**src/rtl/dreg_pipe_chain_if.sv**
```systemverilog
// dreg_pipe_chain_if: producer/consumer handshake bundle for dreg_pipe_chain
//  master: drives flush, in_valid, in_data, out_ready; sees in_ready, out_valid, out_data, count
//  slave : the chain itself (mirror directions)
interface dreg_pipe_chain_if #(
  parameter int WIDTH = 8,
  parameter int DEPTH = 3
);
  logic                           flush;
  logic                           in_valid;
  logic                           in_ready;
  logic [WIDTH-1:0]               in_data;
  logic                           out_valid;
  logic                           out_ready;
  logic [WIDTH-1:0]               out_data;
  logic [$clog2(DEPTH+1)-1:0]     count;
  modport master (
    output flush, in_valid, in_data, out_ready,
    input  in_ready, out_valid, out_data, count
  );
  modport slave (
    input  flush, in_valid, in_data, out_ready,
    output in_ready, out_valid, out_data, count
  );
endinterface

```
**src/rtl/dreg_pipe_chain.sv**
```systemverilog
// dreg_pipe_chain: elastic chain of DEPTH valid-tagged WIDTH-bit register stages
//  clk, rst (sync, active-high); bus: flush, in_valid/in_ready/in_data, out_valid/out_ready/out_data, count
module dreg_pipe_chain #(
  parameter int               WIDTH     = 8,
  parameter int               DEPTH     = 3,
  parameter logic [WIDTH-1:0] RESET_VAL = '0
) (
  input logic              clk,
  input logic              rst,
  dreg_pipe_chain_if.slave bus
);
  localparam int CW = $clog2(DEPTH+1);
  logic [DEPTH-1:0]             v_q, v_d, adv, take;
  logic [DEPTH-1:0][WIDTH-1:0]  data_q, data_d, src;
  logic [CW-1:0]                count_q, count_d;
  logic                         hole, fire;
  // a stage advances when some later stage is empty or the consumer takes the last word
  always_comb begin
    hole = bus.out_ready;
    adv = '0;
    for (int i = DEPTH-1; i >= 0; i--) begin
      adv[i] = v_q[i] & hole;
      hole = hole | ~v_q[i];
    end
  end
  assign bus.in_ready  = (~v_q[0] | adv[0]) & ~bus.flush & ~rst;
  assign fire          = bus.in_valid & bus.in_ready;
  // stage i loads from src[i]: the input word for stage 0, the previous stage otherwise
  assign src           = (DEPTH*WIDTH)'({data_q, bus.in_data});
  assign take          = DEPTH'({adv, fire});
  always_comb begin
    v_d = '0;
    data_d = data_q;
    count_d = '0;
    for (int i = 0; i < DEPTH; i++) begin
      v_d[i] = ~bus.flush & (take[i] | (v_q[i] & ~adv[i]));
      data_d[i] = (take[i] & ~bus.flush) ? src[i] : data_q[i];
      count_d = count_d + CW'(v_d[i]);
    end
  end
  always_ff @(posedge clk) begin
    if (rst) begin
      v_q <= '0;
      data_q <= {DEPTH{RESET_VAL}};
      count_q <= '0;
    end else begin
      v_q <= v_d;
      data_q <= data_d;
      count_q <= count_d;
    end
  end
  assign bus.out_valid = v_q[DEPTH-1];
  assign bus.out_data  = data_q[DEPTH-1];
  assign bus.count     = count_q;
endmodule

```
**src/flat_wrapper.sv**
```systemverilog
// flat-port wrapper written by rule: the top's interface ports become plain ports
module dreg_pipe_chain_flat 
#(
  parameter int               WIDTH     = 8,
  parameter int               DEPTH     = 3,
  parameter logic [WIDTH-1:0] RESET_VAL = '0
)
  (clk, rst, bus_flush, bus_in_valid, bus_in_data, bus_out_ready, bus_in_ready, bus_out_valid, bus_out_data, bus_count);
  dreg_pipe_chain_if #(.WIDTH(WIDTH), .DEPTH(DEPTH)) bus_i ();
  input logic clk;
  input logic rst;
  input wire logic [$bits(bus_i.flush)-1:0] bus_flush;
  input wire logic [$bits(bus_i.in_valid)-1:0] bus_in_valid;
  input wire logic [$bits(bus_i.in_data)-1:0] bus_in_data;
  input wire logic [$bits(bus_i.out_ready)-1:0] bus_out_ready;
  output wire logic [$bits(bus_i.in_ready)-1:0] bus_in_ready;
  output wire logic [$bits(bus_i.out_valid)-1:0] bus_out_valid;
  output wire logic [$bits(bus_i.out_data)-1:0] bus_out_data;
  output wire logic [$bits(bus_i.count)-1:0] bus_count;
  assign bus_i.flush = bus_flush;
  assign bus_i.in_valid = bus_in_valid;
  assign bus_i.in_data = bus_in_data;
  assign bus_i.out_ready = bus_out_ready;
  assign bus_in_ready = bus_i.in_ready;
  assign bus_out_valid = bus_i.out_valid;
  assign bus_out_data = bus_i.out_data;
  assign bus_count = bus_i.count;
  dreg_pipe_chain #(.WIDTH(WIDTH), .DEPTH(DEPTH), .RESET_VAL(RESET_VAL)) u_core (.clk(clk), .rst(rst), .bus(bus_i));
endmodule
```
**config.mk**
```make
export PLATFORM = sky130hd
export DESIGN_NAME = dreg_pipe_chain_flat
export DESIGN_NICKNAME = d
export VERILOG_FILES = /design/src/rtl/dreg_pipe_chain_if.sv /design/src/rtl/dreg_pipe_chain.sv /design/src/flat_wrapper.sv
export SDC_FILE = /design/constraint.sdc
export NUM_CORES = 1
export LEC_CHECK = 0
export BUFFER_PORTS_ARGS = -buffer_cell sky130_fd_sc_hd__buf_2
export CAP_MARGIN = 20
export CORE_MARGIN = 4
export CORE_UTILIZATION = 57
export DETAILED_ROUTE_END_ITERATION = 6
export GPL_ROUTABILITY_DRIVEN = 0
export PLACE_DENSITY = 0.84
export SYNTH_ARGS = -nofsm -noshare
export SYNTH_HDL_FRONTEND = slang
export SYNTH_SLANG_ARGS = --single-unit
```
**constraint.sdc**
```tcl
create_clock -name clk -period 4.2 [get_ports clk]
set_input_delay 0.21 -clock clk [delete_from_list [all_inputs] [get_ports clk]]
set_output_delay 0.21 -clock clk [all_outputs]
set_load 0.02 [all_outputs]
```
Yosys cells after proc, flatten, opt, wreduce, memory -nomap -nowiden

Cells that the tools add are included.

Bits in registers: 29
Bits of input ports: 13
Output and inout port bits: 12
Logic and storage cells: 36

$add $sub $neg: 2
Bitwise logic cells: 29

Operator list:

| kind        | number |
|---|---|
| $and 1x1->1 | 15 |
| $not 1->1   | 8 |
| $or 1x1->1  | 6 |
| $add 1x1->2 | 1 |
| $add 2x1->2 | 1 |

Longest topological paths before layout

Gate-level depths: netlist of the first run.

Depth in word-level cells: 12
Mapped depth: 6
Gate-level depth less buffers: 5

Least setup slack after synthesis of the first run

OpenSTA, ideal clock, no wires.

Kind: reg2reg
Start: register u_core.v_q[2]
End: register u_core.count_q[0], in the netlist u_core.bus.count[0]
Library setup time: 0.115 ns
Arrival: 1.595 ns
Data required time: 4.085 ns
Setup slack: 2.491 ns
Cell stages (with the launch flop): 7
Buffers on the path: 1
Period minus slack after synthesis: 1.709 ns
Path through: dfxtp_1 and2b_4 buf_2 a21oi_1 nor2_1 fa_1 nor2b_1

Elaborated cells on any way between the ends: 24
Those cells by class: add/sub (2); bitwise (22)

RTL lines:

| item                     | line                  | source |
|---|---|---|
| start: declaration       | dreg_pipe_chain.sv:13 | `logic [DEPTH-1:0] v_q, v_d, adv, take;` |
| start signal: assignment | dreg_pipe_chain.sv:47 | `v_q <= v_d;` |
| $not 1->1 *              | dreg_pipe_chain.sv:23 | `hole = hole \| ~v_q[i];` |
| $or 1x1->1 *             | dreg_pipe_chain.sv:23 |  |
| $and 1x1->1              | dreg_pipe_chain.sv:22 | `adv[i] = v_q[i] & hole;` |
| $not 1->1                | dreg_pipe_chain.sv:36 | `v_d[i] = ~bus.flush & (take[i] \| (v_q[i] & ~adv[i]));` |
| $and 1x1->1              | dreg_pipe_chain.sv:36 |  |
| $or 1x1->1 *             | dreg_pipe_chain.sv:36 |  |
| $and 1x1->1 *            | dreg_pipe_chain.sv:36 |  |
| via u_core.v_d[1]        | dreg_pipe_chain.sv:13 |  |
| $add 1x1->2 *            | dreg_pipe_chain.sv:38 | `count_d = count_d + CW'(v_d[i]);` |
| $add 2x1->2 *            | dreg_pipe_chain.sv:38 |  |
| via u_core.count_d[0]    | dreg_pipe_chain.sv:15 | `logic [CW-1:0] count_q, count_d;` |
| end signal: assignment   | dreg_pipe_chain.sv:49 | `count_q <= count_d;` |
| end: declaration         | dreg_pipe_chain.sv:15 |  |

Mark *: on every way through the listed nets, which the timed path passes. The rest lies on a longest branch.
A chain may end at the register's enable or synchronous reset.

Worst setup path in the final report of the first run

Start: register u_core.v_q[1]
End: register u_core.count_q[0], in the netlist u_core.bus.count[0]

Cells in the longest elaborated chain, start to end: 11
Elaborated cells on any way between the ends: 20
Those cells by class: add/sub (2); bitwise (18)

RTL lines:

| item                      | line                  | source |
|---|---|---|
| $not 1->1 *               | dreg_pipe_chain.sv:23 |  |
| $or 1x1->1 *              | dreg_pipe_chain.sv:23 |  |
| $and 1x1->1 *             | dreg_pipe_chain.sv:22 |  |
| $or 1x1->1                | dreg_pipe_chain.sv:26 | `assign bus.in_ready = (~v_q[0] \| adv[0]) & ~bus.flush & ~rst;` |
| $and 1x1->1 (2 in series) | dreg_pipe_chain.sv:26 |  |
| $and 1x1->1               | dreg_pipe_chain.sv:27 | `assign fire = bus.in_valid & bus.in_ready;` |
| $or 1x1->1 *              | dreg_pipe_chain.sv:36 |  |
| $and 1x1->1 *             | dreg_pipe_chain.sv:36 |  |
| via u_core.v_d[0]         | dreg_pipe_chain.sv:13 |  |
| $add 1x1->2 *             | dreg_pipe_chain.sv:38 |  |
| $add 2x1->2 *             | dreg_pipe_chain.sv:38 |  |
| via u_core.count_d[0]     | dreg_pipe_chain.sv:15 |  |

Marks and branches as above.

==> results of run 1 <==
==> kinds of logic (layout without fill, tap and decap cells) <==
group,Yosys count,in the layout,synth area share [%]
AOI/OAI and AO/OA,20,20,8.93
adders and majority gates,1,1,1.57
buffers and inverters,24,40,10.6
DFF,29,29,45.5
muxes,16,16,12.6
and+or+nand+nor,41,41,20.8
==> routing by layer <==
metal  vias up  share of wire, %  global-route usage, %
li1        459                 -                      -
met1       391                45                   17.9
met2        21                48                   23.0
met3         4               5.9                   6.06
met4         0               1.3                   6.25
met5         -                 0                      0
==> final cells by class <==
type	instances	area share, %
multi-input combinational	78	40.5
clock buffer	7	3.98
tap	27	2.44
inverter	9	2.44
sequential	29	42.0
timing repair buffer	24	8.69
==> metrics by stage <==
stage / setup slack (ns) / area [um2] / hold WS [ns] / utilization, %
floorplan: 2.49 / 1270 / 0.342 / -
global placement: 2.66 / 1330 / 0.446 / 65.0
detailed placement: 2.52 / 1330 / 0.452 / 65.0
CTS: 2.52 / 1380 / 0.114 / 67.7
global route: 2.40 / 1380 / 0.112 / 67.7
finish: 2.51 / 1380 / 0.119 / 67.7
==> state kept, by name, summed over array words and instances (netlist names) <==
register             cells
u_core.data_q           16
u_core.bus.out_data      8
u_core.v_q               3
u_core.bus.count         2
==> worst max-delay path, cell delays in order, from the launching register on <==
cell      delay (ns)
dfxtp_1         0.49
nand4b_2        0.22
a21oi_1         0.27
fa_1            0.45
nor2b_1         0.14
==> cell usage in the layout, fill, tap and decap left out, drive strengths merged, types with 3 or more instances in the layout <==
cell type and instances:
dfxtp 29, nand3 9, a21oi 11, nor2 4, clkbuf 7, nor2b 3, nand2b 20, mux2i 16
inv 9, o21ai 8, buf 24
==> power by group through the flow <==
stage / logic [mW] / registers (mW) / clock network (mW)
global placement: 0.0307 / 0.289 / 0
detailed placement: 0.0319 / 0.290 / 0
finish: 0.0318 / 0.283 / 0.167
floorplan: 0.0227 / 0.290 / 0
global route: 0.0355 / 0.284 / 0.182
CTS: 0.0321 / 0.283 / 0.169
==> final timing paths <==
path                                                     from                                   to  slack [ns]  cells after the start
worst max-delay path                 u_core.v_q[1]$_SDFF_PP0_       u_core.bus.count[0]$_SDFF_PP0_        2.51                      4
worst min-delay path                           bus_in_data[6]        u_core.data_q[6]$_SDFFE_PP0P_        0.12                      3
worst max register to register       u_core.v_q[1]$_SDFF_PP0_       u_core.bus.count[0]$_SDFF_PP0_        2.51                      4
worst min register to register  u_core.data_q[8]$_SDFFE_PP0P_  u_core.bus.out_data[0]$_SDFFE_PP0P_        0.47                      2
==> reports/qor_table.md, run 1 <==
| Metric | Reported | Unit |
|:---|:---|:---|
| Synth top area cells | dfxtp_1 (46%), mux2i_1 (13%), nand2b_1 (9.3%) | - |
| Portion of synthesized cell area occupied by the leading cell type | 45.5 | % |
| Detailed placer's ending HPWL | 1480 | um |
| Startpoint type of the worst setup path | register | - |
| Average instance area after synthesis | 9.73 | um2 |
| Async set-reset flop share out of synthesis | 0 | % |
| Actual transition at the worst max-transition pin | 0.511 | ns |
| Arrival time at the worst endpoint | 1.88 | ns |
| Most frequent cell after synthesis | dfxtp_1 | - |
| Worst-case vdd ir drop | 0.236 | mV |
| # DRC | 0 | - |
| Maximum buffer depth of the clock tree | 2 | - |
| Post-CTS Hold Buffers | 0 | - |
| Final total negative setup slack | 0 | ns |
| Slew margin rel. | 65.9 | % |
| Post-synthesis instance area | 0.00127 | mm2 |
| Remaining antenna violation count after routing | 0 | - |
| Unrepaired setup endpoints after global routing | false | - |
| Setup-failing EPs final | 0 | - |
| Pin count of the biggest net entering global routing | 31 | - |
| Clock transition at the registers of the reported paths | 0.09 | ns |
| TritonCTS buffer count | 5 | - |
| Area used by multi-input combinational logic | 559 | um2 |
| Num Clock Sinks | 29 | - |
| Outcome | finished clean | - |
| Placement row count | 16 | - |
| Fraction of power consumed by combinational cells | 6.6 | % |
| Die area | 0.00306 | mm2 |
| Antenna violations before repair | 0 | - |
| Sw power | 0.107 | mW |
| Cell type with the largest total area after synthesis | dfxtp_1 | - |
| Footprint of the flip-flops and latches | 581 | um2 |
| EDFF count, synth | 0 | - |
| Final period demand of the worst path | 1.69 | ns |
| Critical path peak fanout | 6 | - |
| Filler instances | 180 | - |
| Crit Path Category | register to register | - |
| CP required | 4.39 | ns |
| Register bit count reported by yosys | 29 | - |
| Cell at the root of the clock tree | clkbuf_4 | - |
| Number of hold-slack violations in the final timing report | 0 | - |
| Number of cells produced by synthesis | 131 | - |
| GRT Overall Usage | 14.8 | % |
| Ratio of cells with drive above 1 in the final layout | 23.8 | % |
| Top cells by count, synth | dfxtp_1 (29), nand2b_1 (19), mux2i_1 (16), a21oi_1 (10) | - |
| Post-layout instance count excluding filler cells | 174 | - |
| Vias per cell | 5.03 | - |
| CTS tree | built | - |
| Wire length of the first global-routing pass | 3590 | um |
| Post-synthesis to final-layout area growth | 8.44 | % |
| Flip-flop cell with the highest count after synthesis | dfxtp_1 | - |
| Design internal power | 0.375 | mW |
| NumNets Final | 161 | - |
| Final slew viol count | 0 | - |
| P_leak | 0.633 | nW |
| Max-capacitance violation count | 0 | - |
| Maximum level of the CTS H-tree | 2 | - |
| Switching part of the total power | 22.1 | % |
| Count of antenna diodes in the layout | 0 | - |
| Core Region | 0.00204 | mm2 |
| Initial core utilization | 62.4 | % |
| Total power per unit cell area | 349 | mW/mm2 |
| Setup fix buffers added after clock tree synthesis | 0 | - |
| Endpoint kind of the worst setup timing path | register | - |
| Count of instances resized after the clock tree is built | 0 | - |
| Vias in the first global route | 764 | - |
| Number of vias in the routed layout | 875 | - |
| Share of synthesized area occupied by flip-flops and latches | 45.5 | % |
| Number of distinct library cells after synthesis | 22 | - |
| Width of the chip | 55.3 | um |
| Count of input and output buffers | 24 | - |
| Final WL | 2080 | um |
| Overflow after GRT | 0 | - |
| Nets in the synthesized netlist | 145 | - |
| Total placed cells including tap cells | 167 | - |
| Sequential Power Share | 58.7 | % |
| Number of DRC violations after detailed-routing iteration 0 | 21 | - |
| Worst min-delay path class | primary input to register | - |
| Number of synthesis warnings | 0 | - |
| Overall power | 0.482 | mW |
| Number of placed I/O pins | 25 | - |
| Share of power burned in the clock network | 34.7 | % |
| Final worst path period share | 40.3 | % |
| Detail-routed net length per standard cell | 11.9 | um |
| Layout Skew | 0.00620 | ns |
| Vert. Die Dim | 55.3 | um |
| DRT Pass-1 Iters | 4 | - |
| Worst-skew pair later-pin latency | 0.31 | ns |
| Maximum clock frequency | 591 | MHz |
Power figures use the tool's default switching activity.
==> run 2, diff against run 1 <==
--- a/config.mk
+++ b/config.mk
@@ -8,10 +8,10 @@
 export BUFFER_PORTS_ARGS = -buffer_cell sky130_fd_sc_hd__buf_2
 export CAP_MARGIN = 20
 export CORE_MARGIN = 4
-export CORE_UTILIZATION = 57
+export CORE_UTILIZATION = 48
 export DETAILED_ROUTE_END_ITERATION = 6
 export GPL_ROUTABILITY_DRIVEN = 0
-export PLACE_DENSITY = 0.84
+export PLACE_DENSITY = 0.76
 export SYNTH_ARGS = -nofsm -noshare
 export SYNTH_HDL_FRONTEND = slang
 export SYNTH_SLANG_ARGS = --single-unit
==> constraint.sdc (replaced) <==
create_clock -name clk -period 1.4 [get_ports clk]
set_input_delay 0.07 -clock clk [delete_from_list [all_inputs] [get_ports clk]]
set_output_delay 0.07 -clock clk [all_outputs]
set_load 0.02 [all_outputs]
==> run 2 against run 1 <==
  * Hold slack worse by 0.11 ns
  * The flow now finishes with violations (negative setup slack)
  * Critical endpoint unchanged
  * Via count up 8.3%
  * First-iteration DRC count down 57%
  * Final cell count up 13%
  * Combinational power rose to 4.0 times the previous value
  * Wire length up 15%
  * Clock-buffer cell count unchanged
  * Global-route usage down 0.21 points
  * Setup slack worse by 2.5 ns
  * Clock power rose to 3.4 times the previous value
==> reports/qor_table.md, run 2 (synthesis gave the netlist of run 1 again) <==
| Metric | Reported | Unit | vs previous |
|:---|:---|:---|:---|
| Unrepaired setup endpoints after global routing | true | - | was false |
| Final worst path period share | 102 | % | was 40.3% |
| Cell area after placement | 0.00139 | mm2 | was 0.00133 mm2 |
| Final Worst Setup Slack | -0.0267 | ns | was 2.51 ns |
| Width of the chip | 59.5 | um | was 55.3 um |
| Register with the highest flop count | u_core.data_q | - | unchanged |
| Remaining antenna violation count after routing | 0 | - | unchanged |
| Maximum buffer depth of the clock tree | 2 | - | unchanged |
| Failing checks | negative setup slack | - |  |
| Initial core utilization | 51.0 | % | was 62.4% |
| Number of DRC violations after detailed-routing iteration 0 | 9 | - | was 21 |
| Total power per unit cell area | 970 | mW/mm2 | was 349 mW/mm2 |
| # DRC | 0 | - | unchanged |
| Overflow after GRT | 0 | - | unchanged |
| Number of flip-flops under the largest register name | 16 | - | unchanged |
| Worst-skew pair later-pin latency | 0.33 | ns | was 0.31 ns |
| Ratio of cells with drive above 1 in the final layout | 33.1 | % | was 23.8% |
| NumNets Final | 179 | - | was 161 |
| Clock transition at the registers of the reported paths | 0.08 | ns | was 0.09 ns |
| Worst min-delay path class | primary input to register | - | unchanged |
| Most common library cell in the layout ignoring fill and taps | dfxtp_1 | - | unchanged |
| Core Region | 0.00250 | mm2 | was 0.00204 mm2 |
| Detailed placer's ending HPWL | 1650 | um | was 1480 um |
| Endpoint kind of the worst setup timing path | register | - | unchanged |
| Outcome | finished with violations | - | was finished clean |
| Final slew viol count | 0 | - | unchanged |
| Vias per cell | 4.84 | - | was 5.03 |
| Slew margin rel. | 76.2 | % | was 65.9% |
| Detail-routed net length per standard cell | 12.2 | um | was 11.9 um |
| CP required | 1.61 | ns | was 4.39 ns |
| Count of buffer and inverter cells on the critical path | 0 | - | unchanged |
| Cells along the critical path | and2b_4, a21oi_4, nor2_2, fa_1, nor2b_1 | - | was nand4b_2, a21oi_1, fa_1, nor2b_1 |
| Die area | 0.00355 | mm2 | was 0.00306 mm2 |
| Count of antenna diodes in the layout | 0 | - | unchanged |
| GRT Overall Usage | 14.6 | % | was 14.8% |
| Max incr delay on CP | 0.42 | ns | was 0.49 ns |
| Cell family with most CP delay | adder cells | - | was flip-flops |
| Worst-case vdd ir drop | 0.863 | mV | was 0.236 mV |
| Commonest cells after routing, fill and taps aside | dfxtp_1 (26), buf_2 (24), nand2b_1 (19) | - | was dfxtp_1 (29), buf_2 (24), nand2b_1 (19) |
| Crit Path Category | register to register | - | unchanged |
| TritonCTS buffer count | 5 | - | unchanged |
| P_leak | 0.735 | nW | was 0.633 nW |
| Setup-failing EPs final | 1 | - | was 0 |
| DRT Pass-1 Iters | 4 | - | unchanged |
| Cell at the root of the clock tree | clkbuf_4 | - | unchanged |
| Vert. Die Dim | 59.5 | um | was 55.3 um |
| Layout Skew | 0.00982 | ns | was 0.00620 ns |
| Vias in the first global route | 879 | - | was 764 |
| Slowest-stage cell, CP | fa_1 | - | was dfxtp_1 |
| Maximum level of the CTS H-tree | 2 | - | unchanged |
| Wire length of the first global-routing pass | 3790 | um | was 3590 um |
| Num Clock Sinks | 29 | - | unchanged |
| Antenna violations before repair | 0 | - | unchanged |
| Max-capacitance violation count | 0 | - | unchanged |
| Maximum clock frequency | 701 | MHz | was 591 MHz |
| Number of hold-slack violations in the final timing report | 0 | - | unchanged |
| Final total negative setup slack | -0.0267 | ns | was 0 ns |
| Count of input and output buffers | 24 | - | unchanged |
| Critical path peak fanout | 3 | - | was 6 |
| Startpoint type of the worst setup path | register | - | unchanged |
| CTS tree | built | - | unchanged |
| Area of all placed cells without fillers | 0.00159 | mm2 | was 0.00138 mm2 |
| Arrival time at the worst endpoint | 1.64 | ns | was 1.88 ns |
| Number of vias in the routed layout | 948 | - | was 875 |
| Placement row count | 18 | - | was 16 |
| Final WL | 2400 | um | was 2080 um |
| Pin count of the biggest net entering global routing | 30 | - | was 31 |
| Number of placed I/O pins | 25 | - | unchanged |
| Actual transition at the worst max-transition pin | 0.356 | ns | was 0.511 ns |
| Final period demand of the worst path | 1.43 | ns | was 1.69 ns |
| Post-synthesis to final-layout area growth | 25.0 | % | was 8.44% |
[run 2: changes by cell type in the layout (fill, tap and decap cells not counted), moves of 2 or more]
cell | previous run | this run
buf_4 | 0 | 9
dlygate4sd3_1 | 0 | 8
dfxtp_1 | 29 | 26
dfxtp_4 | 0 | 3
nor2_1 | 4 | 1
nor2_2 | 0 | 3
a21oi_1 | 10 | 8
[run 2: layout make-up]
type / instances / area (um2)
Timing Repair Buffer: 42 / 279
Fill cell: 219 / 906
Clock inverter: 1 / 5.00
Multi-Input combinational cell: 78 / 582
Tap cell: 30 / 37.5
Sequential cell: 29 / 592
Inverter: 9 / 33.8
Clock buffer: 7 / 65.1
[run 2: worst register-to-register path, stage by stage, from the launching register on]
cell     delay, ns
dfxtp_4       0.36
and2b_4       0.18
a21oi_4       0.17
nor2_2        0.05
fa_1          0.42
nor2b_1       0.13
[run 2: what timing repair did]
action | 4_1_cts | 5_1_grt
gates resized for setup | 3 | 6
pin swaps | 0 | 4
setup endpoints to repair | 2 | 4
hold buffers | 8 | 0
endpoints found under the hold margin | 8 | 0
setup buffers | 0 | 4
[run 2: per-layer routing]
metal	GRT usage, %	routed length [um]	up-vias
li1	-	-	496
met1	16.9	1040	425
met5	0	0	-
met4	5.70	31	0
met3	6.54	154	4
met2	23.4	1170	23
[run 2: power by group]
part	internal, mW	switching (mW)
Clock	0.291	0.285
Combinational	0.0688	0.0583
Sequential	0.838	0.00698
[run 2: stage by stage]
stage	total power [mW]	std cells	hold slack (ns)	worst slack (ns)	util, %
after floorplan	0.937	131	0.202	-0.0938	-
after global placement	0.964	176	0.306	0.0410	55.5
after detailed placement	0.970	176	0.312	-0.0993	55.5
after CTS	1.55	192	0.00163	-0.00978	61.7
after global routing	1.61	196	0.00541	-0.0804	63.8
final	1.55	196	0.0122	-0.0267	63.8
[run 2: path summary, 6_finish.rpt]
check	startpoint	to	slack, ns	depth (start not counted)
setup reg to reg	u_core.v_q[2]$_SDFF_PP0_	u_core.bus.count[0]$_SDFF_PP0_	-0.03	5
hold / removal	bus_in_valid	u_core.v_q[0]$_SDFF_PP0_	0.01	3
hold reg to reg	u_core.bus.out_data[3]$_SDFFE_PP0P_	u_core.bus.out_data[3]$_SDFFE_PP0P_	0.48	2
setup / recovery	u_core.v_q[2]$_SDFF_PP0_	u_core.bus.count[0]$_SDFF_PP0_	-0.03	5
